## config.mk

```make
export PLATFORM = sky130hd
export DESIGN_NAME = mc_main_ctrl
export DESIGN_NICKNAME = d
export VERILOG_FILES = /design/src/rtl/mc_main_ctrl.sv
export SDC_FILE = /design/constraint.sdc
export NUM_CORES = 1
export LEC_CHECK = 0
export ABC_CLOCK_PERIOD_IN_PS = 5100
export BUFFER_PORTS_ARGS = -buffer_cell sky130_fd_sc_hd__buf_2
export CAP_MARGIN = 20
export CORE_MARGIN = 1.5
export CORE_UTILIZATION = 45
export CTS_CLUSTER_SIZE = 12
export DETAILED_ROUTE_END_ITERATION = 7
export GPL_TIMING_DRIVEN = 0
export PLACE_DENSITY = 0.67
export SYNTH_ARGS = -nofsm -noshare
export SYNTH_HDL_FRONTEND = slang
export SYNTH_SLANG_ARGS = --single-unit
export TNS_END_PERCENT = 30
```

## constraint.sdc

```tcl
create_clock -name clk -period 5.1 [get_ports clk]
set_clock_uncertainty 0.15 [all_clocks]
set_input_delay 0.51 -clock clk [delete_from_list [all_inputs] [get_ports clk]]
set_output_delay 0.51 -clock clk [all_outputs]
set_load 0.02 [all_outputs]
```

## src/rtl/mc_main_ctrl.sv

```systemverilog
// Multicycle MIPS main control FSM.
// Steps each instruction through fetch/decode/execute/memory/writeback and
// drives every datapath strobe. Memory states wait on mem_ready under a
// watchdog; a wait that runs out parks the FSM in HALT with a sticky bus_err.
module mc_main_ctrl #(
   parameter int WAIT_LIMIT = 16,
   parameter int CNT_W      = 8
) (
   input  logic       clk,
   input  logic       rst,
   input  logic [5:0] opcode,
   input  logic       zero,
   input  logic       mem_ready,
   output logic       pc_write,
   output logic       pc_write_cond,
   output logic       iord,
   output logic       mem_read,
   output logic       mem_write,
   output logic       ir_write,
   output logic       mem_to_reg,
   output logic       reg_dst,
   output logic       reg_write,
   output logic       alu_src_a,
   output logic [1:0] alu_src_b,
   output logic [1:0] pc_source,
   output logic [1:0] alu_ctrl_op,
   output logic       illegal_instr,
   output logic       bus_err,
   output logic [3:0] state_o
);

   localparam logic [3:0] S_FETCH   = 4'd0;
   localparam logic [3:0] S_DECODE  = 4'd1;
   localparam logic [3:0] S_MEMADDR = 4'd2;
   localparam logic [3:0] S_MEMRD   = 4'd3;
   localparam logic [3:0] S_MEMWB   = 4'd4;
   localparam logic [3:0] S_MEMWR   = 4'd5;
   localparam logic [3:0] S_EXEC    = 4'd6;
   localparam logic [3:0] S_RWB     = 4'd7;
   localparam logic [3:0] S_BRANCH  = 4'd8;
   localparam logic [3:0] S_JUMP    = 4'd9;
   localparam logic [3:0] S_ADDIEX  = 4'd10;
   localparam logic [3:0] S_ADDIWB  = 4'd11;
   localparam logic [3:0] S_HALT    = 4'd12;

   localparam logic [5:0] OP_RTYPE = 6'h00;
   localparam logic [5:0] OP_J     = 6'h02;
   localparam logic [5:0] OP_BEQ   = 6'h04;
   localparam logic [5:0] OP_ADDI  = 6'h08;
   localparam logic [5:0] OP_LW    = 6'h23;
   localparam logic [5:0] OP_SW    = 6'h2B;

   localparam logic [CNT_W-1:0] CNT_LAST = CNT_W'(WAIT_LIMIT - 1);

   logic [3:0]       r_state;
   logic [3:0]       w_state_next;
   logic [CNT_W-1:0] r_wait_cnt;
   logic [CNT_W-1:0] w_wait_cnt_next;
   logic             r_bus_err;
   logic             w_mem_state;
   logic             w_timeout;
   logic             w_op_legal;
   logic [3:0]       w_dec_state;

   // States that issue a memory access and therefore wait on mem_ready.
   assign w_mem_state = (r_state == S_FETCH) || (r_state == S_MEMRD) ||
                        (r_state == S_MEMWR);

   // Last permitted wait cycle with no completion; mem_ready on this cycle wins.
   assign w_timeout = w_mem_state && !mem_ready && (r_wait_cnt == CNT_LAST);

   assign w_op_legal = (opcode == OP_LW)    || (opcode == OP_SW)  ||
                       (opcode == OP_RTYPE) || (opcode == OP_BEQ) ||
                       (opcode == OP_J)     || (opcode == OP_ADDI);

   // State register, wait counter and sticky bus error flag.
   always_ff @(posedge clk) begin
      if (rst) begin
         r_state    <= S_FETCH;
         r_wait_cnt <= '0;
         r_bus_err  <= 1'b0;
      end else begin
         r_state    <= w_state_next;
         r_wait_cnt <= w_wait_cnt_next;
         if (w_timeout) begin
            r_bus_err <= 1'b1;
         end
      end
   end

   // Next-state selection; opcode is only consulted in DECODE and MEMADDR.
   always_comb begin
      w_state_next = r_state;
      case (r_state)
         S_FETCH: begin
            if (mem_ready)      w_state_next = S_DECODE;
            else if (w_timeout) w_state_next = S_HALT;
         end
         S_DECODE: begin
            case (opcode)
               OP_LW, OP_SW: w_state_next = S_MEMADDR;
               OP_RTYPE:     w_state_next = S_EXEC;
               OP_BEQ:       w_state_next = S_BRANCH;
               OP_J:         w_state_next = S_JUMP;
               OP_ADDI:      w_state_next = S_ADDIEX;
               default:      w_state_next = S_FETCH;
            endcase
         end
         S_MEMADDR: w_state_next = (opcode == OP_LW) ? S_MEMRD : S_MEMWR;
         S_MEMRD: begin
            if (mem_ready)      w_state_next = S_MEMWB;
            else if (w_timeout) w_state_next = S_HALT;
         end
         S_MEMWR: begin
            if (mem_ready)      w_state_next = S_FETCH;
            else if (w_timeout) w_state_next = S_HALT;
         end
         S_EXEC:   w_state_next = S_RWB;
         S_ADDIEX: w_state_next = S_ADDIWB;
         S_MEMWB, S_RWB, S_BRANCH, S_JUMP, S_ADDIWB: w_state_next = S_FETCH;
         S_HALT:   w_state_next = S_HALT;
         default:  w_state_next = S_FETCH;
      endcase
   end

   // Wait counter: clears on any state change, counts unanswered memory cycles.
   always_comb begin
      w_wait_cnt_next = r_wait_cnt;
      if (w_state_next != r_state) begin
         w_wait_cnt_next = '0;
      end else if (w_mem_state && !mem_ready) begin
         w_wait_cnt_next = r_wait_cnt + 1'b1;
      end
   end

   // Moore output decode; reset decodes as FETCH so muxes show fetch selects.
   assign w_dec_state = rst ? S_FETCH : r_state;

   // Output decode with mem_ready gating and reset/timeout strobe suppression.
   always_comb begin
      pc_write      = 1'b0;
      pc_write_cond = 1'b0;
      iord          = 1'b0;
      mem_read      = 1'b0;
      mem_write     = 1'b0;
      ir_write      = 1'b0;
      mem_to_reg    = 1'b0;
      reg_dst       = 1'b0;
      reg_write     = 1'b0;
      alu_src_a     = 1'b0;
      alu_src_b     = 2'b00;
      pc_source     = 2'b00;
      alu_ctrl_op   = 2'b00;
      illegal_instr = 1'b0;
      case (w_dec_state)
         S_FETCH: begin
            mem_read  = !w_timeout;
            ir_write  = mem_ready;
            pc_write  = mem_ready;
            alu_src_b = 2'b01;
         end
         S_DECODE: begin
            alu_src_b     = 2'b11;
            illegal_instr = !w_op_legal;
         end
         S_MEMADDR, S_ADDIEX: begin
            alu_src_a = 1'b1;
            alu_src_b = 2'b10;
         end
         S_MEMRD: begin
            mem_read = !w_timeout;
            iord     = 1'b1;
         end
         S_MEMWB: begin
            reg_write  = 1'b1;
            mem_to_reg = 1'b1;
         end
         S_MEMWR: begin
            mem_write = !w_timeout;
            iord      = 1'b1;
         end
         S_EXEC: begin
            alu_src_a   = 1'b1;
            alu_ctrl_op = 2'b10;
         end
         S_RWB: begin
            reg_write = 1'b1;
            reg_dst   = 1'b1;
         end
         S_BRANCH: begin
            alu_src_a     = 1'b1;
            alu_ctrl_op   = 2'b01;
            pc_write_cond = 1'b1;
            pc_source     = 2'b01;
         end
         S_JUMP: begin
            pc_write  = 1'b1;
            pc_source = 2'b10;
         end
         S_ADDIWB: reg_write = 1'b1;
         default: ;
      endcase
      if (rst) begin
         pc_write      = 1'b0;
         pc_write_cond = 1'b0;
         mem_read      = 1'b0;
         mem_write     = 1'b0;
         ir_write      = 1'b0;
         reg_write     = 1'b0;
         illegal_instr = 1'b0;
      end
   end

   assign bus_err = r_bus_err;
   assign state_o = r_state;

endmodule
```

======== Yosys cells after proc, flatten, opt, wreduce, memory -nomap -nowiden ========
Cells that the tools add are included.
operators by class
  equality and inequality tests ........... 25
  add/subtract/negate cells ............... 1
  mux-type cells .......................... 29
  reduce and logical (&&, ||, !) cells .... 22
operators by type and width
  kind                                                                    number
  4-bit case mux with 8 select lines                                      1
  4-bit by 3-bit equality test with 1-bit output (second input constant)  6
  4-bit equality test (second input constant)                             6
  4-bit two-way mux                                                       5
  4-bit case mux with 5 select lines                                      1
  1-bit two-way mux                                                       17
  4-bit by 2-bit equality test with 1-bit output (second input constant)  4
  6-bit equality test (second input constant)                             2
  2-bit OR reduction                                                      5
  8-bit by 1-bit adder with 8-bit output (second input constant)          1
  4-bit by 1-bit equality test with 1-bit output (second input constant)  2
  8-bit by 4-bit equality test with 1-bit output (second input constant)  1
  4-bit zero test                                                         2
  2-bit case mux with 2 select lines                                      2
  1-bit logical OR                                                        7
  6-bit by 2-bit equality test with 1-bit output (second input constant)  1
  6-bit by 3-bit equality test with 1-bit output (second input constant)  1
  6-bit by 4-bit equality test with 1-bit output (second input constant)  1
  6-bit zero test                                                         1
  2-bit case mux with 3 select lines                                      1
  4-bit != test                                                           1
  4-bit OR reduction                                                      1
  1-bit zero test                                                         3
  3-bit two-way mux                                                       1
  3 further kinds                                                         4
word-level totals
  bits of input ports ..................... 10
  register bits ........................... 13

======== Logic depth before layout (Yosys ltp) ========
Gate-level depths: netlist of run 1.
  word-level depth ........................ 10
  mapped depth ............................ 7
  gate-level depth less buffers ........... 5

======== Worst setup path after synthesis of run 1 ========
No wires, ideal clock.
  kind .................................... register to output
  from .................................... register r_state[1], in the netlist state_o[1]
  to ...................................... output mem_read
  cell stages (with the launch flop) ...... 7
  path slack .............................. 2510 ps
  arrival time ............................ 1930 ps
  data required time ...................... 4440 ps
  path through ............................ dfxtp_1 > buf_4 > nand2b_1 > a32o_1 > buf_6 > and2_1 > nor4_1
between the ends
  longest elaborated chain between the ends .. 8
  elaborated cells between the ends (all ways) .. 14
  classes of those cells .................. 3 x eq/ne; 3 x mux; 8 x reduce/logical
RTL lines
  what                                                                               line      RTL
  start: declaration                                                                 55        logic [3:0] r_state;
  start signal: assignment                                                           83        r_state <= w_state_next;
  4-bit by 2-bit equality test with 1-bit output or 4-bit zero test (tied branches)  66        assign w_mem_state = (r_state == S_FETCH) || (r_state == S_MEMRD) ||
  1-bit logical OR (2 in series)                                                     66
  1-bit logical AND (2 in series)                                                    70        assign w_timeout = w_mem_state && !mem_ready && (r_wait_cnt == CNT_LAST);
  1-bit zero test                                                                    157, 171
  1-bit two-way mux *                                                                --
  1-bit two-way mux *                                                                203       if (rst) begin
  end: declaration                                                                   17        output logic mem_read,
Every way passes the cells marked *; elsewhere a longest branch is shown, timed or not.

======== Final worst setup path of run 1 ========
Same ends and word-level chain as after synthesis.

==> results of run 1 <==
-- per-layer routing --
layer	wire length (um)	track usage, %	vias to the layer above
li1	-	-	618
met1	1370	32.0	565
met2	1360	35.5	48
met3	202	5.56	2
met4	10	3.33	0
met5	0	0	-
-- cell type report --
type                            instances  area (um^2)
Fill cell                             237         1090
Tap cell                               30         37.5
Inverter                                4         15.0
Timing Repair Buffer                   30          150
Multi-Input combinational cell        121          831
Buffer                                 10         71.3
Sequential cell                        13          260
Clock buffer                            4         26.3
-- metrics by stage --
stage / instance area, um^2 / total power [mW] / setup WS, ns
2_1_floorplan: 1180 / 0.154 / 2.51
3_3_place_gp: 1370 / 0.172 / 2.68
3_5_place_dp: 1370 / 0.173 / 2.63
4_1_cts: 1390 / 0.236 / 2.40
5_1_grt: 1390 / 0.249 / 2.33
6_report: 1390 / 0.233 / 2.44
-- worst register-to-register path, delay by kind of cell, from the launching register on --
family / cells / cell delay (ns)
compound gates: 3 / 0.67
flops: 1 / 0.50
simple gates: 2 / 0.41
buf+inv: 1 / 0.14
-- state kept, by name, indices dropped and copies added, names as in the netlist --
name / flops
bus_err: 1
r_wait_cnt: 8
state_o: 4
-- cell usage in the layout (no fill, tap or decap), drive strengths merged, types with 2 or more instances in the layout --
| cell | netlist | layout |
|---|---|---|
| a32oi | 2 | 2 |
| and2 | 3 | 3 |
| dfxtp | 13 | 13 |
| nand2b | 3 | 3 |
| buf | 8 | 38 |
| nor3 | 18 | 18 |
| xnor2 | 7 | 7 |
| or2 | 2 | 2 |
| a31oi | 3 | 3 |
| xor2 | 4 | 4 |
| nor4b | 2 | 2 |
| nor2 | 13 | 13 |
| nand2 | 13 | 13 |
| o211a | 3 | 3 |
| nor4 | 7 | 7 |
| a21oi | 5 | 5 |
| clkbuf | 2 | 6 |
| inv | 4 | 4 |
| nand3 | 10 | 10 |
| nand4 | 2 | 2 |
| nor2b | 2 | 2 |
| or3 | 3 | 3 |
| o21ai | 6 | 6 |
-- cells by family (layout without fill, tap and decap cells) --
kind of cell | count (synthesis) | in the layout | synth area share (%)
AOI/OAI and AO/OA | 28 | 28 | 21.0
xor gates and xnor gates | 11 | 11 | 8.18
adders and majority gates | 1 | 1 | 1.06
buffers and inverters | 14 | 48 | 7.33
DFF | 13 | 13 | 22.1
muxes | 1 | 1 | 0.850
and+or+nand+nor | 80 | 80 | 39.4
-- path summary, 6_finish.rpt --
path	startpoint	end	slack (ns)	depth (start not counted)
max	state_o[1]	mem_read	2.44	7
min	bus_err	bus_err	0.33	2
max reg2reg	state_o[0]	r_wait_cnt[3]	3.11	6
min reg2reg	bus_err	bus_err	0.33	2
-- power by group through the flow --
stage | Combinational (mW) | Clock [mW] | Sequential [mW]
after global routing | 0.0701 | 0.0713 | 0.107
after CTS | 0.0639 | 0.0659 | 0.107
after detailed placement | 0.0637 | 0 | 0.109
after global placement | 0.0626 | 0 | 0.109
final | 0.0643 | 0.0625 | 0.107
after floorplan | 0.0444 | 0 | 0.109
==> impl_metrics.ini, run 1 <==
[outcome]
status = complete, no violations

[final_layout]
fin_nets = 194
drive_above_1_share_pct = 30.2
antenna_cells = 0
instances_no_fill = 212
finish.utilization_pct = 56.2
syn2layout_area_growth_pct = 18.2

[global_routing]
grt_pass1_wl_mm = 4.97
grt_max_degree = 11
grt_pass1_vias = 1113
track_usage_pct = 22.7
grt_antenna_before_repair = 0
overflow = 0

[timing]
tightestPinTransition_ns = 0.526
finalHoldViolations = 0
drv_slew = 0
final-setup-viol-count = 0
relSlewSlack_pct = 65.0
hold_slack_ns = 0.333
fin_setup_tns_ns = 0
min_period_ns = 2.66
period_share_pct = 52.1
fmax_ghz = 0.376
rsz0062_at_grt = no

[power_and_ir_drop]
power.net_switching_mw = 0.0745
internal-power_mw = 0.159
p_seq_share_pct = 45.7
switching_share_pct = 32.0
peakVddDrop_mv = 0.169
p_clk_share_pct = 26.8
p_per_area_nw_per_um2 = 168
power.leakage_nw = 0.553
pwr-share-comb_pct = 27.6

[floorplan]
rows = 18
initial_core_util_pct = 47.5
fp.dieH_um = 54.2
dieArea_um2 = 2930
core_um2 = 2480
die_w_um = 54.2
io_pins = 32

[clocking]
cts_resized = 0
clock_latency_ns = 0.27
cts_htree_levels = 1
ctsHoldBuffers = 0
cts_sinks = 13
clock_path_buffers = 2
clk_pin_slew_ns = 0.07
cts-root-buf = clkbuf_4
post_cts_buffers = 0
cts_buffers = 3
cts_tree = built

[drt]
final_antenna_net_count = 0
vias_per_cell = 5.82
vias = 1233
wire_per_inst_um = 13.9
drtPass1Iterations = 4
drt_iter0_drc = 39
totalWireLength_mm = 2.94
route.detailed.drc = 0

[synthesis]
avgSynthCellArea_um2 = 7.96
syn_inst = 148
synth_nets = 159
syn_area_um2 = 1180
yosysTopAreaCellShare_pct = 22.1
synth_top_cells_by_count = nor3_1, dfxtp_1, nand2_1
yosysTopAreaCell = dfxtp_1
synth-async-reset-ratio_pct = 0
yosysWarnings = 0
synth_cell_types = 46
yosysMostFrequentCell = nor3_1
synth.yosys.seq_area_share_pct = 22.1
ys.flop_type = dfxtp_1
ys_ff_latch = 13
synth_area_leaders = dfxtp_1, nor3_1, xnor2_1, nand3_1, nand2_1
synth_edf_count = 0

[placed_design]
io_buffers = 30
place.gp.congestion = 0.854
post-dp-hpwl_mm = 2.22
dp_cells = 208

[worst_setup_path]
cpLargestDelayFamily = simple AND/OR/NAND/NOR gates
path_buf_inv = 3
critPathSlowestCell = dfxtp_1
critPathArrivalTime_ns = 2.00
worstPathCellList = buf_4 > nand2b_1 > a32o_1 > buf_6 > and2_1 > nor4_1 > buf_2
max_stage_delay_ns = 0.34
worst_setup_path_start_kind = flip-flop
critPathKind = reg2out
crit_required_ns = 4.44
endpoint_kind = output pin
worstPathMaxFanout = 10

[flow_run]
maxCapViolations = 0

[worst_hold_path]
hold_class = reg2reg
Note: power is estimated with default switching activity, not from simulation.
==> run 2: changes to the inputs <==
--- a/config.mk
+++ b/config.mk
@@ -5,7 +5,8 @@
 export SDC_FILE = /design/constraint.sdc
 export NUM_CORES = 1
 export LEC_CHECK = 0
-export ABC_CLOCK_PERIOD_IN_PS = 5100
+export ABC_AREA = 1
+export ABC_CLOCK_PERIOD_IN_PS = 2150
 export BUFFER_PORTS_ARGS = -buffer_cell sky130_fd_sc_hd__buf_2
 export CAP_MARGIN = 20
 export CORE_MARGIN = 1.5
@@ -13,7 +14,7 @@
 export CTS_CLUSTER_SIZE = 12
 export DETAILED_ROUTE_END_ITERATION = 7
 export GPL_TIMING_DRIVEN = 0
-export PLACE_DENSITY = 0.67
+export PLACE_DENSITY = 0.7
 export SYNTH_ARGS = -nofsm -noshare
 export SYNTH_HDL_FRONTEND = slang
 export SYNTH_SLANG_ARGS = --single-unit
==> constraint.sdc (replaced) <==
create_clock -name clk -period 2.15 [get_ports clk]
set_clock_uncertainty 0.15 [all_clocks]
set_input_delay 0.215 -clock clk [delete_from_list [all_inputs] [get_ports clk]]
set_output_delay 0.215 -clock clk [all_outputs]
set_load 0.02 [all_outputs]
==> run 2 against run 1 <==
Compared with the run above: clock-buffer cell count unchanged; sequential power up 130%; area after synthesis down 2.7%.
==> impl_metrics.ini, run 2 <==
[outcome]
status = complete, no violations

[floorplan]
fp.dieH_um = 53.5
core_um2 = 2430
rows = 18
dieArea_um2 = 2860
io_pins = 32
initial_core_util_pct = 47.1
die_w_um = 53.5

[synthesis]
synth_xor_area_share_pct = 5.35
yosysTopAreaCell = dfxtp_1
synth_compound_area_share_pct = 6.00
syn_inst = 188
yosysTopAreaCellShare_pct = 22.7
yosysMostFrequentCell = nand2_1
synth_mux_area_share_pct = 0
synth_cell_types = 26
ys_ff_latch = 13
ys.flop_type = dfxtp_1
synth.yosys.seq_area_share_pct = 22.7
synthAdderAreaFrac_pct = 1.09
yosysWarnings = 0
syn_area_um2 = 1150
synth_area_leaders = dfxtp_1, nand2_1, nor2_1, inv_1, nand3_1
synth_nets = 199
synth_top_cells_by_count = nand2_1, nor2_1, inv_1
synth-async-reset-ratio_pct = 0
avgSynthCellArea_um2 = 6.10
synth_top_family_by_area = simple AND/OR/NAND/NOR gates
synthSimpleGateAreaFrac_pct = 51.6
synth_edf_count = 0

[worst_setup_path]
reg2reg_from = state_o[3]
r2r_setup_slack_ns = 0.15
worstPathMaxFanout = 8
max_stage_delay_ns = 0.33
endpoint_kind = output pin
startpoint = state_o[1]
crit_required_ns = 1.78
r2r-end = r_wait_cnt[2]
rr_worst_depth = 11
critPathSlowestCell = dfxtp_1
worstPathCellList = buf_4 > nand2_1 > inv_1 > nand2_2 > nand3_4 > nand2_4 > inv_4 > nand2_2 > nand3_1 > inv_1 > buf_4
critPathKind = reg2out
critPathArrivalTime_ns = 1.69
worst_setup_path_start_kind = flip-flop

[power_and_ir_drop]
p_per_area_nw_per_um2 = 387
power.leakage_nw = 0.760
peakVddDrop_mv = 0.334

[drt]
route.detailed.drc = 0
vias = 1250
drtPass1Iterations = 4
totalWireLength_mm = 2.65
final_antenna_net_count = 0
vias_per_cell = 4.90
drt_iter0_drc = 27
wire_per_inst_um = 10.4

[clocking]
cts_buffers = 3
cts_htree_levels = 1
cts_tree = built
cts_sinks = 13
clk_pin_slew_ns = 0.08
clock_latency_ns = 0.28
clock_path_buffers = 2
cts-root-buf = clkbuf_4
ctsHoldBuffers = 0

[global_routing]
grt_pass1_wl_mm = 4.34
grt_max_degree = 11
overflow = 0
grt_antenna_before_repair = 0
grt_pass1_vias = 1077
track_usage_pct = 20.7

[final_layout]
antenna_cells = 0
final_common_cell = nand2_1
syn2layout_area_growth_pct = 22.2
largest_reg_flops = 8
finish.utilization_pct = 57.6
top_register = r_wait_cnt
final_cell_mix = nand2_1, nor2_1, buf_2, inv_1, nand3_1
drive_above_1_share_pct = 32.0
final.fill_count = 283
fin_nets = 237

[timing]
period_share_pct = 95.5
finalHoldViolations = 0
fin_setup_tns_ns = 0
min_period_ns = 2.05
rsz0062_at_grt = no
fmax_ghz = 0.487
drv_slew = 0
tightestPinTransition_ns = 0.491
final-setup-viol-count = 0
relSlewSlack_pct = 67.3

[worst_hold_path]
hold_class = in2reg
hold_depth = 4
min_from = rst
holdPathEnd = state_o[0]

[placed_design]
place.gp.congestion = 0.811
io_buffers = 30
post-dp-hpwl_mm = 2.11

[flow_run]
maxCapViolations = 0
-- run 2: kinds of logic (layout without fill, tap and decap cells) --
family	after synthesis	in the layout
XOR/XNOR	7	7
AND/OR/NAND/NOR	117	117
buffers and inverters	37	74
AO/OA/AOI/OAI	13	13
adder cells (fa/ha/maj)	1	1
flip-flops	13	13
-- run 2: how the worst max path moves through the flow --
stage               endpoint  depth (start not counted)
2_1_floorplan      reg_write                          9
4_1_cts            mem_write                         11
6_report           mem_write                         11
3_5_place_dp   r_wait_cnt[5]                         13
5_1_grt             mem_read                         11
3_3_place_gp   r_wait_cnt[7]                         13
-- run 2: timing repair --
action                                 4_1_cts  5_1_grt
setup endpoints to repair                    0        3
endpoints found under the hold margin        0        0
gates resized for setup                      0        7
setup buffers                                0        3
-- run 2: stage by stage --
stage	total power [mW]	area (um^2)	worst slack (ns)	hold slack [ns]	instances
CTS	0.541	1360	0.00262	0.134	252
finish	0.542	1400	0.0966	0.129	255
global route	0.570	1400	0.00242	0.177	255
floorplan	0.351	1150	0.106	0.254	188
detailed placement	0.387	1330	0.239	0.296	248
global placement	0.385	1330	0.259	0.288	248
-- run 2: cell type report --
cell class                 instances  area [um^2]  area share, %
inverter                          33          126           9.03
tap                               30         37.5           2.68
sequential                        13          262           18.7
multi-input combinational        138          744           53.2
clock buffer                       4         26.3           1.88
timing repair buffer              33          178           12.7
buffer                             4         26.3           1.88
-- run 2: critical path, delay by kind of cell (launching register included) --
kind                   cells  cell delay (ns)
buffers and inverters      5             0.53
and+or+nand+nor            6             0.52
DFF                        1             0.33
-- run 2: routing by layer --
metal / vias to the layer above / share of wire (%) / routed length, um / GRT usage, %
met5: - / 0 / 0 / 0
met4: 0 / 2.5 / 65 / 11.1
met3: 8 / 4.1 / 108 / 3.11
met2: 29 / 46 / 1230 / 36.2
met1: 551 / 47 / 1250 / 23.8
li1: 662 / - / - / -
-- run 2: report_power, final --
part / switching (mW) / total, mW / internal [mW] / leakage (nW)
clock network: 0.0836 / 0.156 / 0.0721 / 0.0150
registers: 0.00602 / 0.251 / 0.245 / 0.105
logic: 0.0886 / 0.135 / 0.0468 / 0.640
==> run 3: changes to the inputs <==
--- a/config.mk
+++ b/config.mk
@@ -6,7 +6,7 @@
 export NUM_CORES = 1
 export LEC_CHECK = 0
 export ABC_AREA = 1
-export ABC_CLOCK_PERIOD_IN_PS = 2150
+export ABC_CLOCK_PERIOD_IN_PS = 2450
 export BUFFER_PORTS_ARGS = -buffer_cell sky130_fd_sc_hd__buf_2
 export CAP_MARGIN = 20
 export CORE_MARGIN = 1.5
@@ -14,7 +14,7 @@
 export CTS_CLUSTER_SIZE = 12
 export DETAILED_ROUTE_END_ITERATION = 7
 export GPL_TIMING_DRIVEN = 0
-export PLACE_DENSITY = 0.7
+export PLACE_DENSITY = 0.67
 export SYNTH_ARGS = -nofsm -noshare
 export SYNTH_HDL_FRONTEND = slang
 export SYNTH_SLANG_ARGS = --single-unit
==> constraint.sdc (replaced) <==
create_clock -name clk -period 2.45 [get_ports clk]
set_clock_uncertainty 0.15 [all_clocks]
set_input_delay 0.245 -clock clk [delete_from_list [all_inputs] [get_ports clk]]
set_output_delay 0.245 -clock clk [all_outputs]
set_load 0.02 [all_outputs]
==> run 3 against run 2 <==
Compared with the run above: clock-buffer cell count did not move; setup slack improved by 0.21 ns; sequential share of layout area increased by 0.46 points; critical path type unchanged; largest cell class unchanged.
==> impl_metrics.ini, run 3 (synthesized netlist as in run 2, its figures left out) <==
[global_routing]
track_usage_pct = 20.2
overflow = 0
grt_pass1_wl_mm = 4.25
grt_max_degree = 11
grt_pass1_vias = 1069
grt_antenna_before_repair = 0

[timing]
relSlewSlack_pct = 70.2
fin_setup_tns_ns = 0
min_period_ns = 2.15
period_share_pct = 87.6
rsz0062_at_grt = no
finalHoldViolations = 0
final-setup-viol-count = 0
hold_slack_ns = 0.189
tightestPinTransition_ns = 0.446
fmax_ghz = 0.466
drv_slew = 0

[placed_design]
place.gp.congestion = 0.852
io_buffers = 30
post-dp-hpwl_mm = 2.22

[clocking]
post_cts_buffers = 0
cts-root-buf = clkbuf_4
cts_buffers = 3
clock_latency_ns = 0.27
cts_tree = built
clk_pin_slew_ns = 0.08
cts_htree_levels = 1
cts_sinks = 13
cts_resized = 0
clock_path_buffers = 2
ctsHoldBuffers = 0

[power_and_ir_drop]
p_seq_share_pct = 47.3
p_per_area_nw_per_um2 = 342
total_power_mw = 0.465
switching_share_pct = 32.1
power.leakage_nw = 0.745
internal-power_mw = 0.315
p_clk_share_pct = 28.3
pwr-share-comb_pct = 24.4
peakVddDrop_mv = 0.252
power.net_switching_mw = 0.149

[drt]
drt_iter0_drc = 24
final_antenna_net_count = 0
vias = 1260
drtPass1Iterations = 4
vias_per_cell = 5.00
totalWireLength_mm = 2.68
route.detailed.drc = 0
wire_per_inst_um = 10.6

[outcome]
status = complete, no violations

[floorplan]
rows = 18
fp.dieH_um = 53.5
initial_core_util_pct = 47.1
io_pins = 32
core_um2 = 2430
die_w_um = 53.5
dieArea_um2 = 2860

[final_layout]
finish.utilization_pct = 55.9
drive_above_1_share_pct = 29.7
antenna_cells = 0
final_cell_mix = nand2_1, nor2_1, buf_2, inv_1, nand3_1
top_register = r_wait_cnt
largest_reg_flops = 8
final_common_cell = nand2_1
syn2layout_area_growth_pct = 18.7
fin_nets = 234

[worst_setup_path]
reg2reg_from = state_o[2]
crit_required_ns = 2.06
startpoint = state_o[2]
endpoint_kind = output pin
worstPathMaxFanout = 7
worst_setup_path_start_kind = flip-flop
critPathKind = reg2out
critPathArrivalTime_ns = 1.75

[flow_run]
maxCapViolations = 0

[worst_hold_path]
min_from = rst
hold_class = in2reg
[run 3: cell types whose count changed in the layout (fill, tap and decap cells not counted), sizes merged]
cell    previous run  this run
buf               36        33
clkinv             0         1
inv               33        32
[run 3: worst paths after layout]
path	cells after the start	endpoint	slack [ns]
worst max-delay path	11	mem_write	0.30
worst min-delay path	4	state_o[0]	0.19
worst max register to register	13	r_wait_cnt[6]	0.55
worst min register to register	2	bus_err	0.31
[run 3: through the flow]
step	std cells	instance area, um^2	worst slack (ns)
after floorplan	188	1150	0.376
after global placement	248	1330	0.581
after detailed placement	248	1330	0.553
after CTS	252	1360	0.274
after global routing	252	1360	0.134
final	252	1360	0.304
[run 3: area by class of cell]
| class | instances | area (um^2) |
|---|---|---|
| Buffer | 4 | 26.3 |
| Clock buffer | 4 | 26.3 |
| Fill cell | 260 | 1070 |
| Inverter | 33 | 125 |
| Multi-Input combinational cell | 138 | 734 |
| Sequential cell | 13 | 260 |
| Tap cell | 30 | 37.5 |
| Timing Repair Buffer | 30 | 150 |
[run 3: critical path, cell delays in order, from the launching register on]
cell and delay [ns]:
dfxtp_1 0.33, buf_4 0.16, inv_2 0.06, nor2_1 0.21
nand2_2 0.12, nand3_4 0.10, nand2_4 0.08, clkinv_2 0.08
nand2_1 0.08, nand3_1 0.08, inv_1 0.04, buf_2 0.15
[run 3: power groups by stage]
stage | registers, mW | logic (mW) | clock network [mW]
after floorplan | 0.226 | 0.0816 | 0
after CTS | 0.220 | 0.114 | 0.140
after detailed placement | 0.225 | 0.114 | 0
after global placement | 0.225 | 0.112 | 0
final | 0.220 | 0.113 | 0.131
after global routing | 0.221 | 0.125 | 0.148
[run 3: layer usage]
metal	GRT usage [%]	share of wire, %	vias to the layer above
met3	3.39	5.3	4
li1	-	-	658
met2	36.6	47	47
met4	8.12	1.0	0
met5	0	0	-
met1	22.9	47	551
